$ cat src/rtl/mem_access_arbiter.sv
// ---------------------------------------------------------------------------
// mem_access_arbiter
//
// Shares one single-port data memory between the instruction-fetch port (IF)
// and the load/store port (D). In IDLE one request is selected and its fields
// are latched into the memory-side registers. The memory is then driven for
// exactly one access window. After that the fetched word, the load data or a
// store acknowledge goes back to the owner.
//
// Handshake (applies to both request ports):
//   A requester raises *_req_i and holds it, with its address/data fields
//   stable, until it sees *_gnt_o high in the same cycle. *_gnt_o is only
//   asserted while the arbiter is IDLE, so the request is accepted on that
//   clock edge. Requests are ignored outside IDLE, and a request dropped
//   before its grant is never served. *_rvalid_o is a one-cycle pulse with no
//   back-pressure. if_rdata_o/d_rdata_o hold their value until the next
//   capture for the same port.
//
// Timing per accepted request (cycle of gnt = t):
//   t        IDLE    gnt pulse, fields latched
//   t+1      ACCESS  mem_* driven (read or write strobe)
//   t+2..    WAIT    MEM_LAT cycles, mem_* held (loads/fetches only)
//   end      RESP    rvalid pulse; load/fetch: t+2+MEM_LAT, store: t+2
//
// Parameters:
//   MEM_LAT   cycles from end of the access window to valid mem_rdata_i (1..4)
//   DATA_MAX  max consecutive D grants while IF is pending (1..7)
//
// Ports:
//   clk_i, reset_i                 clock, synchronous active-high reset
//   if_req_i, if_addr_i            fetch request and word address
//   if_gnt_o, if_rvalid_o          fetch accepted / fetched word valid
//   if_rdata_o                     fetched word
//   d_req_i, d_we_i, d_byte_i      load/store request, store select, byte size
//   d_addr_i, d_wdata_i            data address, store data
//   d_gnt_o, d_rvalid_o            D accepted / load data or store done
//   d_rdata_o                      load result (memory sign-extends lb)
//   mem_addr_o, mem_wdata_o        memory address and write data
//   mem_write_o, mem_read_o        memory strobes
//   mem_byte_o                     byte access (drives is_lb and is_sb)
//   mem_rdata_i                    memory read data
//   busy_o                         high whenever the FSM is not IDLE
//   state_o                        current FSM state, for observation
// ---------------------------------------------------------------------------
module mem_access_arbiter #(
    parameter int MEM_LAT  = 1,
    parameter int DATA_MAX = 3
) (
    input  logic        clk_i,
    input  logic        reset_i,
    // instruction-fetch port
    input  logic        if_req_i,
    input  logic [31:0] if_addr_i,
    output logic        if_gnt_o,
    output logic        if_rvalid_o,
    output logic [31:0] if_rdata_o,
    // load/store port
    input  logic        d_req_i,
    input  logic        d_we_i,
    input  logic        d_byte_i,
    input  logic [31:0] d_addr_i,
    input  logic [31:0] d_wdata_i,
    output logic        d_gnt_o,
    output logic        d_rvalid_o,
    output logic [31:0] d_rdata_o,
    // memory side
    output logic [31:0] mem_addr_o,
    output logic [31:0] mem_wdata_o,
    output logic        mem_write_o,
    output logic        mem_read_o,
    output logic        mem_byte_o,
    input  logic [31:0] mem_rdata_i,
    // status
    output logic        busy_o,
    output logic [1:0]  state_o
);

    typedef enum logic [1:0] {
        S_IDLE   = 2'd0,
        S_ACCESS = 2'd1,
        S_WAIT   = 2'd2,
        S_RESP   = 2'd3
    } state_e;

    localparam logic [2:0] LAT_LAST   = 3'(MEM_LAT - 1);
    localparam logic [2:0] STREAK_MAX = 3'(DATA_MAX);

    localparam logic OWNER_IF = 1'b0;
    localparam logic OWNER_D  = 1'b1;

    state_e      state_q;
    logic        last_owner_q;  // owner of the access in flight (or the last one)
    logic        we_q;          // access in flight is a store
    logic [2:0]  lat_cnt_q;     // WAIT cycle index, 0..MEM_LAT-1
    logic [2:0]  d_streak_q;    // consecutive D grants taken while IF was waiting

    logic        grant_if;
    logic        grant_d;
    logic        d_is_store;

    // Arbitration is evaluated only in IDLE. D has priority unless it has
    // already taken DATA_MAX grants in a row while IF was waiting. The grant
    // is suppressed during reset because the state update is discarded then.
    always_comb begin
        grant_if = 1'b0;
        grant_d  = 1'b0;
        if (state_q == S_IDLE && !reset_i) begin
            if (if_req_i && d_req_i) begin
                if (d_streak_q == STREAK_MAX) begin
                    grant_if = 1'b1;
                end else begin
                    grant_d = 1'b1;
                end
            end else if (if_req_i) begin
                grant_if = 1'b1;
            end else if (d_req_i) begin
                grant_d = 1'b1;
            end
        end
    end

    assign d_is_store = grant_d & d_we_i;

    assign if_gnt_o = grant_if;
    assign d_gnt_o  = grant_d;
    assign busy_o   = (state_q != S_IDLE);
    assign state_o  = state_q;

    // The mem_* registers double as the latched request fields. They are
    // loaded on the grant edge, so they are valid for the whole ACCESS/WAIT
    // window. They are cleared on the way into RESP, so the memory sees no
    // strobe outside the window.
    always_ff @(posedge clk_i) begin
        if (reset_i) begin
            state_q      <= S_IDLE;
            last_owner_q <= OWNER_IF;
            we_q         <= 1'b0;
            lat_cnt_q    <= 3'd0;
            d_streak_q   <= 3'd0;
            mem_addr_o   <= 32'd0;
            mem_wdata_o  <= 32'd0;
            mem_write_o  <= 1'b0;
            mem_read_o   <= 1'b0;
            mem_byte_o   <= 1'b0;
            if_rvalid_o  <= 1'b0;
            d_rvalid_o   <= 1'b0;
            if_rdata_o   <= 32'd0;
            d_rdata_o    <= 32'd0;
        end else begin
            case (state_q)
                S_IDLE: begin
                    if (grant_if || grant_d) begin
                        last_owner_q <= grant_d ? OWNER_D : OWNER_IF;
                        we_q         <= d_is_store;
                        mem_addr_o   <= grant_d ? d_addr_i : if_addr_i;
                        mem_wdata_o  <= d_is_store ? d_wdata_i : 32'd0;
                        mem_write_o  <= d_is_store;
                        mem_read_o   <= ~d_is_store;
                        mem_byte_o   <= grant_d & d_byte_i;
                        state_q      <= S_ACCESS;
                        // The streak only counts D wins that made IF wait.
                        if (grant_if) begin
                            d_streak_q <= 3'd0;
                        end else if (if_req_i && d_streak_q != STREAK_MAX) begin
                            d_streak_q <= d_streak_q + 3'd1;
                        end
                    end
                end

                S_ACCESS: begin
                    if (we_q) begin
                        // A store completes with the single write strobe.
                        mem_addr_o  <= 32'd0;
                        mem_wdata_o <= 32'd0;
                        mem_write_o <= 1'b0;
                        mem_read_o  <= 1'b0;
                        mem_byte_o  <= 1'b0;
                        d_rvalid_o  <= 1'b1;
                        state_q     <= S_RESP;
                    end else begin
                        lat_cnt_q <= 3'd0;
                        state_q   <= S_WAIT;
                    end
                end

                S_WAIT: begin
                    if (lat_cnt_q == LAT_LAST) begin
                        if (last_owner_q == OWNER_D) begin
                            d_rdata_o  <= mem_rdata_i;
                            d_rvalid_o <= 1'b1;
                        end else begin
                            if_rdata_o  <= mem_rdata_i;
                            if_rvalid_o <= 1'b1;
                        end
                        mem_addr_o  <= 32'd0;
                        mem_wdata_o <= 32'd0;
                        mem_write_o <= 1'b0;
                        mem_read_o  <= 1'b0;
                        mem_byte_o  <= 1'b0;
                        state_q     <= S_RESP;
                    end else begin
                        lat_cnt_q <= lat_cnt_q + 3'd1;
                    end
                end

                S_RESP: begin
                    if_rvalid_o <= 1'b0;
                    d_rvalid_o  <= 1'b0;
                    state_q     <= S_IDLE;
                end

                default: begin
                    state_q <= S_IDLE;
                end
            endcase
        end
    end

endmodule
$ cat config.mk
export PLATFORM = sky130hd
export DESIGN_NAME = mem_access_arbiter
export DESIGN_NICKNAME = d
export VERILOG_FILES = /design/src/rtl/mem_access_arbiter.sv
export SDC_FILE = /design/constraint.sdc
export NUM_CORES = 1
export LEC_CHECK = 0
export ABC_AREA = 1
export CAP_MARGIN = 25
export CORE_ASPECT_RATIO = 0.7
export CORE_MARGIN = 2
export CORE_UTILIZATION = 47
export CTS_CLUSTER_SIZE = 40
export DETAILED_ROUTE_END_ITERATION = 10
export PLACE_DENSITY = 0.83
export SLEW_MARGIN = 10
export SYNTH_ARGS = -nofsm -noshare
export SYNTH_HDL_FRONTEND = slang
export SYNTH_SLANG_ARGS = --single-unit
$ cat constraint.sdc
create_clock -name clk_i -period 4.12 [get_ports clk_i]
set_input_delay 1.03 -clock clk_i [delete_from_list [all_inputs] [get_ports clk_i]]
set_output_delay 1.03 -clock clk_i [all_outputs]
set_load 0.03 [all_outputs]
==> reports/metrics.cfg <==
[outcome]
status=finished clean

[die]
die_x_um=146
fp.dieArea_sq_mm=0.0152
io_pins=272
num_rows=36
dieHeight_um=104
start_util_pct=48.0
core_sq_mm=0.0139

[clocking]
cts_tree=yes
clockBufferDepth=2
numCtsBuffers=17
worst_skew_pair.late_latency_ns=0.41
post_cts_resized=0
clock_sinks=143
cts_hold_buf=0
clk_pin_slew_worst_paths_ns=0.06
postCtsSetupBuffers=0
clock-root-buffer=clkbuf_16
h-tree-depth=4

[yosys]
seq_area_frac_synth_pct=42.9
synth.avg_cell_area_sq_um=6.48
synth_cell_types=19
yosysWarnings=0
synth-seq-cells=143
syn_nets=1174
netlist_area_sq_mm=0.00668
synthCells=1030

[worst_setup_path]
worstPathRequired_ns=3.09
end_kind=output pin
path_max_fanout=4
cpMaxStageDelayCell=clkdlybuf4s50_1
crit_chain=clkdlybuf4s50_1, nand3_2, nor2_1, clkdlybuf4s50_1
slowest_delay_ns=0.72
startpoint_type=input pin
worst-setup-path-type=input pin to output pin
critPathArrivalTime_ns=2.58
cp_common_cell=clkdlybuf4s50_1

[sta]
setup_viol=0
fin_crit_sh_pct=87.7
setup_tns_ns=0
finClkSkew_ns=0.00996
fmax_mhz=277
worst_pin_slew_ns=1.04
grt_setup_unrepaired=no
maxSlewViolCount=0
hold_violations=0
relSlewSlack_pct=30.5
min_period_ns=3.61

[final_layout]
diodes=0
fill_cells=1141
final_util_pct=72.5
fin_nets=1416
final_cell_mix=270 x clkdlybuf4s50_1, 241 x nand2_1, 238 x nor2_1
final_common_cell=clkdlybuf4s50_1
layout-drive-gt1-share_pct=4.67
area_growth_syn_to_layout_pct=51.1

[drt]
vias_per_cell=4.78
vias=7054
dr.pass1.iters=4
drtAntennaViolNets=0
drc_errors=0
wl_per_cell_um=13.7
drt_iter0_markers=494
routed_wl_mm=20.2

[power]
p_per_area_mw_per_mm2=712
ir_worst_vdd_uv=347
total_leakage_power_nw=4.67

[grt]
grt.overflow.total=0
grt_max_degree=105
grt_pass1_wl_mm=32.4
grt_pass1_vias=6391
antenna_found_initial=0
grtUsageTotal_pct=26.3

[worst_hold_path]
hold_path.class=flip-flop to flip-flop

[run]
cap_violations=0

[placed_design]
portBuffers=271
place_hpwl_mm=14.0
gp_congestion=0.803

## per-stage QoR
stage          std cells  hold slack, ns  setup slack [ns]  area [sq um]  total power, mW
6_report            1475           0.471             0.509         10100             7.18
5_1_grt             1475           0.498             0.428         10100             7.68
4_1_cts             1475           0.469             0.496         10100             7.22
3_5_place_dp        1443           0.460             0.510          9520             5.72
3_3_place_gp        1440           0.458             0.526          9450             5.60
2_1_floorplan       1030           0.448              1.23          6680             4.40
## synthesized netlist by cell type
cell type	instances	area, sq um
a21oi_1	11	55.1
buf_1	4	15.0
buf_2	21	105
buf_6	5	56.3
clkbuf_1	35	131
dfxtp_1	143	2860
ha_1	10	125
inv_1	150	563
inv_2	3	11.3
nand2_1	241	905
nand3_1	39	195
nand3_2	4	40.0
nand3b_1	2	15.0
nand4_1	49	307
nor2_1	238	893
nor2_4	3	33.8
nor3_1	3	15.0
o21ai_0	67	335
or2_2	2	12.5
## state kept, by name, summed over array words and instances (netlist names)
signal and cells:
if_rdata_o 32, we_q 1, d_streak_q 3, d_rdata_o 32, mem_write_o 1, if_rvalid_o 1
mem_byte_o 1, lat_cnt_q 3, state_o 2, mem_addr_o 32, last_owner_q 1, mem_wdata_o 32
d_rvalid_o 1, mem_read_o 1
## per-layer routing
layer  GRT usage (%)  share of wire, %
met1            33.9                44
met2            41.9                45
met3            6.83               7.6
met4            11.5               3.4
met5               0                 0
## report_power, final
part	total, mW	internal, mW	switching (mW)
clock	1.47	0.872	0.601
combinational	3.73	1.41	2.33
sequential	1.98	1.78	0.199
## area by class of cell
class / instances / area (sq um) / area share [%]
Tap cell: 190 / 238 / 2.36
Clock inverter: 10 / 104 / 1.03
Clock buffer: 22 / 464 / 4.60
Timing Repair Buffer: 288 / 2920 / 28.9
Sequential cell: 143 / 2860 / 28.4
Multi-Input combinational cell: 669 / 2930 / 29.1
Inverter: 153 / 576 / 5.70
## cell families after synthesis
family	Yosys count	synth area share, %
buf+inv	218	13.2
simple gates	581	36.2
flops	143	42.9
fa+ha+maj	10	1.87
compound gates	78	5.85
## worst max-delay path: cells and delay by family
kind                   cells  cell delay [ns]
and+or+nand+nor            2             0.31
buffers and inverters      2             1.23
## worst paths after layout
path / start / endpoint / slack (ns) / depth (start not counted)
max: if_req_i / if_gnt_o / 0.51 / 4
min: d_streak_q[1] / d_streak_q[1] / 0.47 / 2
max reg2reg: state_o[0] / mem_addr_o[9] / 1.44 / 10
min reg2reg: d_streak_q[1] / d_streak_q[1] / 0.47 / 2
(Power assumes the default switching activity.)
